<file path="src/rtl/sprite_fetch_persona.sv">
// -----------------------------------------------------------------------------
// sprite_fetch_persona
//   Per-pixel sprite fetch stage for person A. Sits between the VGA scan
//   counters and the person-A palette. For every scanned DrawX/DrawY it tests
//   the sprite bounding box and drives the sprite ROM address. The address
//   includes the animation frame and the horizontal flip. It returns an 8-bit
//   palette index and an opaque flag. Index 0 is the transparent key.
//
// Ports
//   Clk, Reset       clock, synchronous active-high reset
//   frame_start      one-cycle pulse per video frame; latches PosX/PosY/
//                    face_left and advances the animation
//   PosX, PosY       sprite top-left corner
//   moving           1 = walk animation, 0 = idle frame
//   face_left        1 = mirror sprite horizontally
//   DrawX, DrawY     current scan position
//   pix_valid_in     DrawX/DrawY are inside the active area
//   rom_addr         registered sprite ROM address
//   rom_data         ROM read data, one cycle after rom_addr
//   index            palette index (0 when the pixel misses the sprite)
//   opaque           1 = show sprite pixel, 0 = show background
//   pix_valid_out    pix_valid_in aligned with index/opaque (3-cycle latency)
// -----------------------------------------------------------------------------
module sprite_fetch_persona #(
    parameter int SPR_W      = 32,
    parameter int SPR_H      = 48,
    parameter int N_FRAMES   = 4,
    parameter int FRAME_HOLD = 8,
    parameter int ROM_AW     = 13
) (
    input  logic              Clk,
    input  logic              Reset,
    input  logic              frame_start,
    input  logic [9:0]        PosX,
    input  logic [9:0]        PosY,
    input  logic              moving,
    input  logic              face_left,
    input  logic [9:0]        DrawX,
    input  logic [9:0]        DrawY,
    input  logic              pix_valid_in,
    output logic [ROM_AW-1:0] rom_addr,
    input  logic [7:0]        rom_data,
    output logic [7:0]        index,
    output logic              opaque,
    output logic              pix_valid_out
);

    localparam int CW = $clog2(SPR_W);
    localparam int RW = $clog2(SPR_H);
    localparam int FW = (N_FRAMES > 1) ? $clog2(N_FRAMES) : 1;
    localparam int HW = (FRAME_HOLD > 1) ? $clog2(FRAME_HOLD) : 1;

    localparam logic [FW-1:0]     FRAME_IDLE  = {FW{1'b0}};
    localparam logic [FW-1:0]     FRAME_ONE   = FW'(1);
    localparam logic [FW-1:0]     FRAME_LAST  = FW'(N_FRAMES - 1);
    localparam logic [HW-1:0]     HOLD_ZERO   = {HW{1'b0}};
    localparam logic [HW-1:0]     HOLD_ONE    = HW'(1);
    localparam logic [HW-1:0]     HOLD_LAST   = HW'(FRAME_HOLD - 1);
    localparam logic [CW-1:0]     COL_LAST    = CW'(SPR_W - 1);
    localparam logic [10:0]       SPR_W_11    = 11'(SPR_W);
    localparam logic [10:0]       SPR_H_11    = 11'(SPR_H);
    localparam logic [ROM_AW-1:0] FRAME_SIZE  = ROM_AW'(SPR_W * SPR_H);
    localparam logic [ROM_AW-1:0] ROW_STRIDE  = ROM_AW'(SPR_W);

    typedef enum logic [0:0] {
        ST_IDLE = 1'b0,
        ST_WALK = 1'b1
    } anim_state_t;

    // Shadowed placement, only updated on frame_start so the image never tears
    logic [9:0]        posx_sh_r;
    logic [9:0]        posy_sh_r;
    logic              face_sh_r;

    // Animation state
    anim_state_t       state_r;
    logic [FW-1:0]     frame_r;
    logic [HW-1:0]     hold_r;

    // Pipeline registers
    logic [ROM_AW-1:0] rom_addr_r;
    logic              hit1_r;
    logic              valid1_r;
    logic              hit2_r;
    logic              valid2_r;
    logic [7:0]        index_r;
    logic              opaque_r;
    logic              valid3_r;

    // Stage-1 combinational results
    logic [10:0]       x_ext_s;
    logic [10:0]       y_ext_s;
    logic [10:0]       px_ext_s;
    logic [10:0]       py_ext_s;
    logic              hit_s;
    logic [CW-1:0]     rx_s;
    logic [RW-1:0]     ry_s;
    logic [CW-1:0]     col_s;
    logic [ROM_AW-1:0] addr_s;

    assign rom_addr      = rom_addr_r;
    assign index         = index_r;
    assign opaque        = opaque_r;
    assign pix_valid_out = valid3_r;

    // Latch sprite placement and facing at the frame boundary
    always_ff @(posedge Clk) begin
        if (Reset) begin
            posx_sh_r <= 10'd0;
            posy_sh_r <= 10'd0;
            face_sh_r <= 1'b0;
        end else if (frame_start) begin
            posx_sh_r <= PosX;
            posy_sh_r <= PosY;
            face_sh_r <= face_left;
        end
    end

    // Animation FSM: advances only on frame_start, using moving from that cycle
    always_ff @(posedge Clk) begin
        if (Reset) begin
            state_r <= ST_IDLE;
            frame_r <= FRAME_IDLE;
            hold_r  <= HOLD_ZERO;
        end else if (frame_start) begin
            case (state_r)
                ST_IDLE: begin
                    if (moving) begin
                        state_r <= ST_WALK;
                        frame_r <= FRAME_ONE;
                        hold_r  <= HOLD_ZERO;
                    end else begin
                        state_r <= ST_IDLE;
                        frame_r <= FRAME_IDLE;
                        hold_r  <= HOLD_ZERO;
                    end
                end
                ST_WALK: begin
                    if (!moving) begin
                        state_r <= ST_IDLE;
                        frame_r <= FRAME_IDLE;
                        hold_r  <= HOLD_ZERO;
                    end else if (hold_r == HOLD_LAST) begin
                        hold_r  <= HOLD_ZERO;
                        // Walk cycle loops over frames 1..N_FRAMES-1, skipping idle
                        frame_r <= (frame_r == FRAME_LAST) ? FRAME_ONE : frame_r + FRAME_ONE;
                    end else begin
                        hold_r  <= hold_r + HOLD_ONE;
                    end
                end
                default: begin
                    state_r <= ST_IDLE;
                    frame_r <= FRAME_IDLE;
                    hold_r  <= HOLD_ZERO;
                end
            endcase
        end
    end

    // Bounding-box test and ROM address for the current scan position
    always_comb begin
        // 11-bit compare so a sprite hanging off the right/bottom edge clips
        x_ext_s  = {1'b0, DrawX};
        y_ext_s  = {1'b0, DrawY};
        px_ext_s = {1'b0, posx_sh_r};
        py_ext_s = {1'b0, posy_sh_r};
        hit_s    = pix_valid_in
                   && (x_ext_s >= px_ext_s) && (x_ext_s < px_ext_s + SPR_W_11)
                   && (y_ext_s >= py_ext_s) && (y_ext_s < py_ext_s + SPR_H_11);
        // Only the low bits matter: offsets are in range whenever hit_s is set
        rx_s     = DrawX[CW-1:0] - posx_sh_r[CW-1:0];
        ry_s     = DrawY[RW-1:0] - posy_sh_r[RW-1:0];
        if (face_sh_r) begin
            col_s = COL_LAST - rx_s;
        end else begin
            col_s = rx_s;
        end
        if (hit_s) begin
            addr_s = (ROM_AW'(frame_r) * FRAME_SIZE)
                   + (ROM_AW'(ry_s) * ROW_STRIDE)
                   + ROM_AW'(col_s);
        end else begin
            addr_s = {ROM_AW{1'b0}};
        end
    end

    // Three-stage pixel pipeline: address, ROM data, registered outputs
    always_ff @(posedge Clk) begin
        if (Reset) begin
            rom_addr_r <= {ROM_AW{1'b0}};
            hit1_r     <= 1'b0;
            valid1_r   <= 1'b0;
            hit2_r     <= 1'b0;
            valid2_r   <= 1'b0;
            index_r    <= 8'd0;
            opaque_r   <= 1'b0;
            valid3_r   <= 1'b0;
        end else begin
            rom_addr_r <= addr_s;
            hit1_r     <= hit_s;
            valid1_r   <= pix_valid_in;
            hit2_r     <= hit1_r;
            valid2_r   <= valid1_r;
            index_r    <= hit2_r ? rom_data : 8'd0;
            opaque_r   <= hit2_r && (rom_data != 8'd0);
            valid3_r   <= valid2_r;
        end
    end

endmodule

</file>
<file path="config.mk">
export PLATFORM = sky130hd
export DESIGN_NAME = sprite_fetch_persona
export DESIGN_NICKNAME = d
export VERILOG_FILES = /design/src/rtl/sprite_fetch_persona.sv
export SDC_FILE = /design/constraint.sdc
export NUM_CORES = 1
export LEC_CHECK = 0
export BUFFER_PORTS_ARGS = -buffer_cell sky130_fd_sc_hd__buf_2
export CELL_PAD_IN_SITES_DETAIL_PLACEMENT = 1
export CELL_PAD_IN_SITES_GLOBAL_PLACEMENT = 2
export CORE_MARGIN = 2
export CORE_UTILIZATION = 29
export CTS_BUF_LIST = sky130_fd_sc_hd__clkbuf_16
export DETAILED_ROUTE_END_ITERATION = 8
export GPL_TIMING_DRIVEN = 0
export PLACE_DENSITY_LB_ADDON = 0.1
export SLEW_MARGIN = 20
export SYNTH_ARGS = -nofsm -noshare
export SYNTH_HDL_FRONTEND = slang
export SYNTH_SLANG_ARGS = --single-unit
</file>
<file path="constraint.sdc">
create_clock -name Clk -period 2.65 [get_ports Clk]
set_clock_uncertainty 0.2 [all_clocks]
set_input_delay 0.53 -clock Clk [delete_from_list [all_inputs] [get_ports Clk]]
set_output_delay 0.53 -clock Clk [all_outputs]
set_load 0.05 [all_outputs]
</file>
==> run_results.csv, run 1 <==
group,metric,value,unit
clock_network,clockBufferDepth,2,
placement,post_dp_cell_area,0.003767,sq mm
detailed_routing,viasPerCell,4.623,
detailed_routing,ant_nets,0,
synthesis,synth-seq-cells,54,
synthesis,syn_area,0.003167,sq mm
layout,finalNonFillerCells,565,
sta,slew_viol_final,0,
global_route,grt_max_degree,19,
synthesis,synthSimpleGateAreaFrac,17.42,%
sta,finalCritPeriodShare,102.4,%
synthesis,synth.top_cells.by_area,"dfxtp_1 34%, ha_1 16%, mux2i_1 7.3%, xnor2_1 4.7%, nor4_2 4.0%",
floorplanning,core_region_area,0.01075,sq mm
power,clockPowerShare,35.9,%
synthesis,synth_compound_area_share,12.29,%
placement,numPlacedInstances,548,
layout,fillers,1276,
floorplanning,die-width,108.5,um
placement,portBuffers,76,
detailed_routing,drc,0,
synthesis,yosysWarnings,0,
detailed_routing,routed_wl,7882,um
sta,slew_headroom,45.22,%
clock_network,clock-sinks,54,
floorplanning,ios,77,
worst_setup_path,timing.rr.end,"rom_addr[12]$_SDFF_PP0_",
hold_path,holdPathEnd,"index[6]$_SDFF_PP0_",
sta,grt_setup_unrepaired,"yes",
sta,setup_slack,-0.06482,ns
sta,hold_violations,0,
outcome,violations,"negative setup slack",
outcome,outcome,"finished with violations",
worst_setup_path,crit_fanout,3,
detailed_routing,drt_first_iter_violations,64,
synthesis,yosys.cell_types.count,50,
synthesis,postSynthAreaPerCell,9.539,sq um
synthesis,synth_xor_area_share,5.808,%
global_route,grt_pass1_vias,2560,
power,ir_drop,0.2435,mV
worst_setup_path,endpoint_kind,"flop",
worst_setup_path,arrival,2.71,ns
power,seqPwrFrac,39.8,%
job,maxCapViolCount,0,
placement,gp_congestion,0.8023,
global_route,antenna_found_initial,0,
synthesis,syn_inst,332,
detailed_routing,drt-pass1-iter-count,4,
global_route,grt_pass1_wl,12500,um
sta,setup_viol,1,
layout,area_growth,30.46,%
synthesis,synth_mux_area_share,7.270,%
clock_network,cts_hold_buf,0,
worst_setup_path,worstRegToRegCells,13,
worst_setup_path,critPathLaunchType,"flop",
hold_path,min_path_cells,2,
synthesis,yosys.area.top_type_share,34.14,%
power,power_frac_comb,24.3,%
synthesis,seq_area_frac_synth,34.14,%
worst_setup_path,required,2.65,ns
power,p_leak,0.001823,uW
placement,place_ws,-0.4986,ns
placement,dpl.hpwl,6233,um
synthesis,synth_top_cell_by_area,"dfxtp_1",
power,p_int,1535,uW
worst_setup_path,regToRegSetupSlack,-0.06,ns
worst_setup_path,timing.rr.start,"posy_sh_r[1]$_SDFFE_PP0P_",
layout,drive_gt1_share,32.71,%
synthesis,syn_nets,429,
sta,layout_min_cycle_time,2.715,ns
hold_path,min_path_type,"input pin to flop",
sta,final.setup.tns,-0.06482,ns
clock_network,clk_latency,0.30,ns
clock_network,cts-root-buf,"clkbuf_16",
global_route,gr-total-overflow,0,
floorplanning,die-height,108.5,um
sta,fmax,368.3,MHz
layout,final_area,0.004131,sq mm
clock_network,clk_pin_slew_worst_paths,0.08,ns
detailed_routing,routedWlPerCell,13.95,um
hold_path,hp-start,"rom_data[6]",
clock_network,cts_buffers,5,
synthesis,synthAdderAreaFrac,17.70,%
power,switchingPower,620.8,uW
floorplanning,start_util,29.47,%
clock_network,tritoncts,"done",
floorplanning,core.rowCount,38,
floorplanning,fp.dieArea,0.01177,sq mm
power,swShare,28.79,%
power,powerDensity,521.8,mW/mm^2
sta,worstMarginPinSlew,0.8216,ns
clock_network,htree_levels,2,
synthesis,synth_top_family_by_area,"adder cells",
global_route,grt_use_total,13.81,%
layout,fin_util,38.45,%
detailed_routing,dr_total_vias,2612,
layout,nets,521,
worst_setup_path,timing_worst_setup_path_type,"flop to flop",
layout,diodes,0,
==> power groups by stage <==
stage / logic, uW / clock network (uW) / registers, uW
floorplan: 317 / 0 / 884
finish: 523 / 774 / 859
CTS: 498 / 812 / 860
global route: 581 / 836 / 863
global placement: 460 / 0 / 879
detailed placement: 469 / 0 / 880
==> state kept, by name, summed over array words and instances, names as in the netlist, 2 cells and up <==
| register | flops |
|---|---|
| posx_sh_r | 10 |
| frame_r | 2 |
| hold_r | 3 |
| posy_sh_r | 10 |
| index | 8 |
| rom_addr | 13 |
==> cells in the mapped netlist (all sizes together) <==
| master | count |
|---|---|
| dfxtp | 54 |
| ha | 40 |
| nor2 | 30 |
| inv | 29 |
| mux2i | 23 |
| o21ai | 19 |
| xnor2 | 17 |
| a21oi | 16 |
| nor4 | 16 |
| nand2 | 11 |
| and2 | 8 |
| nor2b | 8 |
| nand4 | 7 |
| buf | 6 |
| clkbuf | 6 |
| nand2b | 4 |
| nand3 | 4 |
| xor2 | 4 |
| fa | 3 |
| o21a | 3 |
| o21bai | 3 |
| a211oi | 2 |
| nor3 | 2 |
| o211ai | 2 |
| a2111o | 1 |
| a2111oi | 1 |
| a21boi | 1 |
| a21o | 1 |
| a221oi | 1 |
| a31oi | 1 |
| and3 | 1 |
| and4b | 1 |
| nand3b | 1 |
| o2111ai | 1 |
| o211a | 1 |
| o2bb2ai | 1 |
| o31a | 1 |
| o31ai | 1 |
| o32ai | 1 |
==> critical path, cell delays in order (launching register included) <==
cell and delay [ns]:
dfxtp_2 0.35, inv_2 0.05, ha_4 0.23, nor2b_4 0.12, o31a_1 0.26, o21ai_1 0.15, nand2b_1 0.14, xor2_1 0.17
ha_1 0.27, a21o_1 0.15, nand2_1 0.07, xnor2_1 0.11, o21ai_1 0.08, nor4_1 0.26
==> layout make-up <==
type                       count  area (sq um)  area share, %
multi-input combinational    237          2026          49.03
sequential                    54          1095          26.50
timing repair buffer          85         475.5          11.51
tap                          140         175.2          4.240
clock buffer                   5         125.1          3.028
inverter                      29         121.4          2.938
buffer                        12         66.31          1.605
clock inverter                 3         47.55          1.151
==> cell usage in the layout (no fill, tap or decap), drive strengths merged, types with 2 or more instances in the layout <==
cell    synthesis  layout
o21ai          19      19
buf             6      90
nor3            2       2
nand4           7       7
nor2           30      30
o21a            3       3
o211ai          2       2
nand3           4       4
fa              3       3
nand2b          4       4
nor2b           8       8
xor2            4       4
and2            8       8
nand2          11      11
nor4           16      16
o21bai          3       3
xnor2          17      17
inv            29      30
ha             40      40
a21oi          16      16
dfxtp          54      54
a211oi          2       2
mux2i          23      23
clkbuf          6      12
==> metrics by stage <==
step | total power [uW] | hold slack [ns]
3_5_place_dp | 1348 | 0.2285
3_3_place_gp | 1339 | 0.2341
2_1_floorplan | 1200 | 0.2138
4_1_cts | 2170 | 0.2320
6_report | 2156 | 0.2416
5_1_grt | 2280 | 0.2385
==> kinds of logic (layout without fill, tap and decap cells) <==
family,Yosys count,after routing
flops,54,54
xor+xnor,21,21
simple gates,93,93
fa+ha+maj,43,43
mux,23,23
compound gates,57,57
buf+inv,41,134
==> worst max path at each step <==
stage | from | end | cells past startpoint
after floorplan | DrawY[0] | rom_addr[11]$_SDFF_PP0_ | 13
after global placement | DrawY[0] | rom_addr[11]$_SDFF_PP0_ | 14
after detailed placement | DrawY[0] | rom_addr[11]$_SDFF_PP0_ | 14
after CTS | posy_sh_r[1]$_SDFFE_PP0P_ | rom_addr[12]$_SDFF_PP0_ | 13
after global routing | posy_sh_r[0]$_SDFFE_PP0P_ | rom_addr[11]$_SDFF_PP0_ | 12
final | posy_sh_r[1]$_SDFFE_PP0P_ | rom_addr[12]$_SDFF_PP0_ | 13
==> layer usage <==
layer	GRT usage, %	wire length (um)
met4	4.121	96
met3	2.833	269
met2	23.26	3827
met5	0	0
met1	17.75	3688
==> repair_timing <==
action	4_1_cts	5_1_grt
gates cloned	0	1
setup buffers	2	6
resized for setup	16	13
endpoints found under the setup margin	11	13
hold endpoints to repair	0	0
pin swaps	7	9
No activity file was read; power rests on OpenSTA's default activity.
==> inputs of run 2 (changes only) <==
--- a/config.mk
+++ b/config.mk
@@ -7,10 +7,10 @@
 export LEC_CHECK = 0
 export BUFFER_PORTS_ARGS = -buffer_cell sky130_fd_sc_hd__buf_2
 export CELL_PAD_IN_SITES_DETAIL_PLACEMENT = 1
-export CELL_PAD_IN_SITES_GLOBAL_PLACEMENT = 2
+export CELL_PAD_IN_SITES_GLOBAL_PLACEMENT = 1
 export CORE_MARGIN = 2
-export CORE_UTILIZATION = 29
-export CTS_BUF_LIST = sky130_fd_sc_hd__clkbuf_16
+export CORE_UTILIZATION = 35
+export CTS_BUF_LIST = sky130_fd_sc_hd__clkbuf_8
 export DETAILED_ROUTE_END_ITERATION = 8
 export GPL_TIMING_DRIVEN = 0
 export PLACE_DENSITY_LB_ADDON = 0.1
==> run 2 against run 1 <==
  * The flow now finishes without violations
  * Sequential cell count is the same
  * Sequential share of layout area grew 0.11 points
  * Power shrank 7.9%
  * Register-to-register slack gained 0.07 ns
  * Sequential power is essentially flat
  * Critical path depth shrank 1
  * Via count grew 2.2%
  * Utilization grew 8.5 points
  * Design area shrank 0.42%
  * Die area shrank 17%
  * Clock power shrank 24%
==> run_results.csv, run 2 (synthesized netlist as in run 1, its figures left out) <==
group,metric,value,unit
outcome,outcome,"complete, no violations",
layout,drive_gt1_share,33.57,%
job,maxCapViolCount,0,
detailed_routing,drt_first_iter_violations,42,
detailed_routing,drt-pass1-iter-count,4,
placement,dpl.hpwl,6219,um
clock_network,cts_buffers,5,
sta,slew_headroom,49.29,%
placement,numPlacedInstances,516,
detailed_routing,dr_total_vias,2670,
detailed_routing,routed_wl,8046,um
worst_setup_path,endpoint_kind,"flop",
sta,fmax,378.6,MHz
worst_setup_path,crit_buf_inv,2,
floorplanning,core.rowCount,34,
hold_path,min_path_type,"input pin to flop",
clock_network,clock-sinks,54,
detailed_routing,viasPerCell,5.000,
global_route,grt_use_total,16.60,%
worst_setup_path,timing_worst_setup_path_type,"flop to flop",
layout,finalNonFillerCells,534,
clock_network,cts-root-buf,"clkbuf_8",
sta,setup_viol,0,
worst_setup_path,crit_fanout,2,
global_route,grt_max_degree,19,
power,powerDensity,482.6,mW/mm^2
floorplanning,start_util,36.14,%
worst_setup_path,slowest_stage,"fa_2",
sta,slew_viol_final,0,
power,power,1985,uW
floorplanning,ios,77,
sta,layout_min_cycle_time,2.642,ns
power,p_leak,0.001804,uW
layout,nets,522,
placement,place_ws,-0.5198,ns
layout,mostFrequentLayoutCells,"76 x buf_2, 47 x dfxtp_1, 34 x ha_1",
layout,area_growth,29.91,%
global_route,grt_pass1_vias,2708,
worst_setup_path,crit_chain,"buf_4 -> fa_2 -> nor2b_1 -> o21ai_1 -> nor2b_2 -> xnor2_1 -> ha_2 -> inv_2 -> fa_2 -> xnor2_2 -> o21ai_1 -> nor4_2",
sta,grt_setup_unrepaired,"yes",
sta,finalCritPeriodShare,99.68,%
clock_network,cts_hold_buf,0,
placement,portBuffers,76,
global_route,antenna_found_initial,0,
floorplanning,core_region_area,0.008763,sq mm
sta,whs,0.2268,ns
clock_network,tritoncts,"done",
floorplanning,die-width,99.12,um
layout,diodes,0,
layout,layout_commonest_cell,"buf_2",
floorplanning,die-height,99.12,um
global_route,grt_pass1_wl,13170,um
sta,worstMarginPinSlew,0.7606,ns
worst_setup_path,max_stage_delay,0.35,ns
sta,setup_slack,0.008499,ns
worst_setup_path,critPathLaunchType,"flop",
sta,hold_violations,0,
worst_setup_path,required,2.67,ns
layout,largest_register_ffs,13,
clock_network,htree_levels,2,
clock_network,clockBufferDepth,2,
detailed_routing,routedWlPerCell,15.07,um
clock_network,clk_pin_slew_worst_paths,0.11,ns
detailed_routing,drc,0,
power,ir_drop,0.2739,mV
detailed_routing,ant_nets,0,
worst_setup_path,arrival,2.66,ns
placement,gp_congestion,0.8131,
worst_setup_path,crit_family,"adder cells",
floorplanning,fp.dieArea,0.009825,sq mm
global_route,gr-total-overflow,0,
clock_network,clk_latency,0.31,ns
[run 2: cell types whose count changed in the layout (fill, tap and decap cells not counted), moves of 2 or more]
cell       change
clkbuf_16      -5
buf_6          +2
nor4_2         -4
clkbuf_8       +5
nor4_4         +5
[run 2: area by class of cell]
cell class                      count  area, sq um
Clock buffer                        5        68.82
Sequential cell                    54         1095
Inverter                           29        121.4
Buffer                             12        72.57
Tap cell                          108        135.1
Timing Repair Buffer               86        479.2
Fill cell                        1041         4649
Multi-Input combinational cell    237         2095
Clock inverter                      3        47.55
[run 2: path summary, 6_finish.rpt]
path	start	slack, ns	endpoint	depth (start not counted)
worst min register to register	valid2_r$_SDFF_PP0_	0.25	pix_valid_out$_SDFF_PP0_	1
worst min-delay path	rom_data[7]	0.23	index[7]$_SDFF_PP0_	2
worst max register to register	posy_sh_r[1]$_SDFFE_PP0P_	0.008	rom_addr[11]$_SDFF_PP0_	12
worst max-delay path	posy_sh_r[1]$_SDFFE_PP0P_	0.008	rom_addr[11]$_SDFF_PP0_	12
[run 2: worst register-to-register path, delay by kind of cell, from the launching register on]
| kind | cells | cell delay, ns |
|---|---|---|
| adders and majority gates | 3 | 0.91 |
| buffers and inverters | 2 | 0.18 |
| AOI/OAI and AO/OA | 2 | 0.17 |
| xor gates and xnor gates | 2 | 0.31 |
| DFF | 1 | 0.34 |
| and+or+nand+nor | 3 | 0.44 |
[run 2: repair_timing]
item	CTS	global route
cloned	0	1
setup buffers	6	3
pin swaps	9	7
resized for setup	17	22
setup endpoints to repair	11	14
[run 2: power by group]
part / total, uW / switching (uW) / internal [uW] / leakage [uW]
Combinational: 541 / 293 / 248 / 0.00130
Sequential: 860 / 22.4 / 838 / 0.000443
Clock: 585 / 297 / 287 / 0.0000587
Total: 1990 / 613 / 1370 / 0.00180
[run 2: stage by stage]
step	instance area, sq um	utilization, %	setup TNS [ns]
CTS	3959	45.17	-0.1182
finish	4114	46.94	0
detailed placement	3727	42.53	-2.701
global placement	3727	42.53	-2.067
floorplan	3212	-	-0.1307
global route	4114	46.94	-0.8014
[run 2: routing by layer]
metal	wire length, um	global-route usage [%]
met1	3450	20.07
met3	286	2.389
met4	87	3.688
met2	4222	31.03
met5	0	0
==> inputs of run 3 (changes only) <==
--- a/config.mk
+++ b/config.mk
@@ -14,6 +14,7 @@
 export DETAILED_ROUTE_END_ITERATION = 8
 export GPL_TIMING_DRIVEN = 0
 export PLACE_DENSITY_LB_ADDON = 0.1
+export REMOVE_ABC_BUFFERS = 1
 export SLEW_MARGIN = 20
 export SYNTH_ARGS = -nofsm -noshare
 export SYNTH_HDL_FRONTEND = slang
==> run 3 against run 2 <==
  * The run now ends with negative setup slack left
  * First-iteration DRC count rose by 64%
  * Count of clock-buffer cells in the layout did not move
  * Setup slack got worse by 0.052 ns
  * Worst hold slack got worse by 0.0064 ns
  * Maximum frequency fell by 1.9%
  * Design area fell by 1.6%
  * Critical path type unchanged
  * Critical endpoint is now rom_addr[10]$_SDFF_PP0_
  * Largest power group unchanged
==> run_results.csv, run 3 (synthesized netlist as in run 1, its figures left out) <==
group,metric,value,unit
detailed_routing,routedWlPerCell,14.70,um
power,swShare,30.90,%
power,power_frac_comb,26.6,%
global_route,gr-total-overflow,0,
clock_network,tritoncts,"done",
worst_setup_path,slowest_stage,"fa_2",
floorplanning,start_util,36.14,%
global_route,antenna_found_initial,0,
detailed_routing,ant_nets,0,
detailed_routing,m1WireLength,3673,um
power,powerDensity,489.0,mW/mm^2
sta,fmax,371.2,MHz
sta,whs,0.2204,ns
floorplanning,fp.dieArea,0.009825,sq mm
sta,slew_viol_final,0,
global_route,grt_max_degree,33,
layout,layout_commonest_cell,"buf_2",
worst_setup_path,arrival,2.74,ns
layout,area_growth,27.82,%
power,clockPowerShare,29.8,%
job,maxCapViolCount,0,
power,power,1979,uW
detailed_routing,drt-pass1-iter-count,4,
layout,diodes,0,
power,p_leak,0.001782,uW
worst_setup_path,timing_worst_setup_path_type,"flop to flop",
power,p_int,1368,uW
sta,setup_slack,-0.04378,ns
worst_setup_path,crit_fanout,2,
layout,drive_gt1_share,33.89,%
floorplanning,die-height,99.12,um
sta,setup_viol,1,
placement,place_ws,-0.5235,ns
detailed_routing,dr_total_vias,2638,
clock_network,clk_pin_slew_worst_paths,0.11,ns
sta,grt_setup_unrepaired,"yes",
global_route,grt_use_total,15.60,%
worst_setup_path,crit_path_frequent_cell,"fa_2",
clock_network,htree_levels,2,
layout,largest_register_ffs,13,
floorplanning,core.rowCount,34,
detailed_routing,route.met3.wl,401,um
worst_setup_path,crit_family,"adder cells",
detailed_routing,drc,0,
layout,mostFrequentLayoutCells,"76 x buf_2, 48 x dfxtp_1, 35 x ha_1",
floorplanning,ios,77,
detailed_routing,routed_wl,7701,um
worst_setup_path,endpoint_kind,"flop",
outcome,outcome,"finished with violations",
worst_setup_path,max_stage_delay,0.43,ns
layout,nets,512,
detailed_routing,drt_first_iter_violations,69,
global_route,grt_pass1_wl,12540,um
sta,slew_headroom,36.28,%
floorplanning,core_region_area,0.008763,sq mm
hold_path,min_path_type,"input pin to flop",
sta,layout_min_cycle_time,2.694,ns
sta,worstMarginPinSlew,0.9529,ns
power,seqPwrFrac,43.6,%
worst_setup_path,required,2.69,ns
outcome,violations,"negative setup slack",
detailed_routing,viasPerCell,5.034,
worst_setup_path,crit_buf_inv,1,
worst_setup_path,crit_chain,"ha_4 -> fa_2 -> nor2b_2 -> o21ai_2 -> nor2b_4 -> xnor2_2 -> ha_2 -> inv_1 -> fa_2 -> o21bai_4 -> nor4_2",
global_route,grt_pass1_vias,2633,
power,switchingPower,611.6,uW
clock_network,cts-root-buf,"clkbuf_8",
worst_setup_path,critPathLaunchType,"flop",
placement,dpl.hpwl,5441,um
clock_network,clock-sinks,54,
sta,finalCritPeriodShare,101.7,%
sta,hold_violations,0,
placement,portBuffers,76,
placement,gp_congestion,0.7114,
clock_network,clk_latency,0.32,ns
clock_network,cts_buffers,5,
clock_network,clockBufferDepth,2,
floorplanning,die-width,99.12,um
detailed_routing,highest_layer,"met4",
power,ir_drop,0.2358,mV
detailed_routing,route.met2.wl,3544,um
layout,fillers,1017,
## run 3: power by group through the flow
| stage | Combinational, uW | Clock, uW | Sequential, uW |
|---|---|---|---|
| 2_1_floorplan | 286 | 0 | 885 |
| 3_3_place_gp | 418 | 0 | 880 |
| 3_5_place_dp | 431 | 0 | 881 |
| 4_1_cts | 469 | 624 | 863 |
| 5_1_grt | 590 | 653 | 868 |
| 6_report | 526 | 591 | 863 |
## run 3: final timing paths
kind / from / end / slack [ns] / cells past startpoint
min reg2reg: hit1_r$_SDFF_PP0_ / hit2_r$_SDFF_PP0_ / 0.25 / 1
max reg2reg: posy_sh_r[0]$_SDFFE_PP0P_ / rom_addr[10]$_SDFF_PP0_ / -0.04 / 11
max: posy_sh_r[0]$_SDFFE_PP0P_ / rom_addr[10]$_SDFF_PP0_ / -0.04 / 11
min: rom_data[1] / index[1]$_SDFF_PP0_ / 0.22 / 2
## run 3: cell type report
type,count,area (sq um),area share [%]
Clock buffer,5,68.82,1.700
Clock inverter,3,47.55,1.175
Inverter,29,108.9,2.689
Multi-Input combinational cell,239,2136,52.77
Sequential cell,54,1089,26.89
Tap cell,108,135.1,3.338
Timing Repair Buffer,86,462.9,11.44
## run 3: metrics by stage
| stage | setup TNS [ns] | std cells | util [%] | instance area (sq um) |
|---|---|---|---|---|
| floorplan | -0.4608 | 320 | - | 3105 |
| global placement | -4.788 | 504 | 41.32 | 3621 |
| detailed placement | -5.220 | 505 | 41.49 | 3636 |
| CTS | -0.1321 | 519 | 44.19 | 3872 |
| global route | -0.3319 | 524 | 46.19 | 4048 |
| finish | -0.04378 | 524 | 46.19 | 4048 |
## run 3: layer usage
metal / up-vias / global-route usage, %
met3: 7 / 3.443
met4: 0 / 4.215
met5: - / 0
met2: 55 / 24.48
li1: 1321 / -
met1: 1255 / 21.76
## run 3: timing repair
action	4_1_cts	5_1_grt
endpoints found under the hold margin	0	0
cloned	1	1
setup endpoints to repair	14	14
hold buffers	0	0
pin swaps	8	13
resized for setup	16	23
setup buffers	5	4
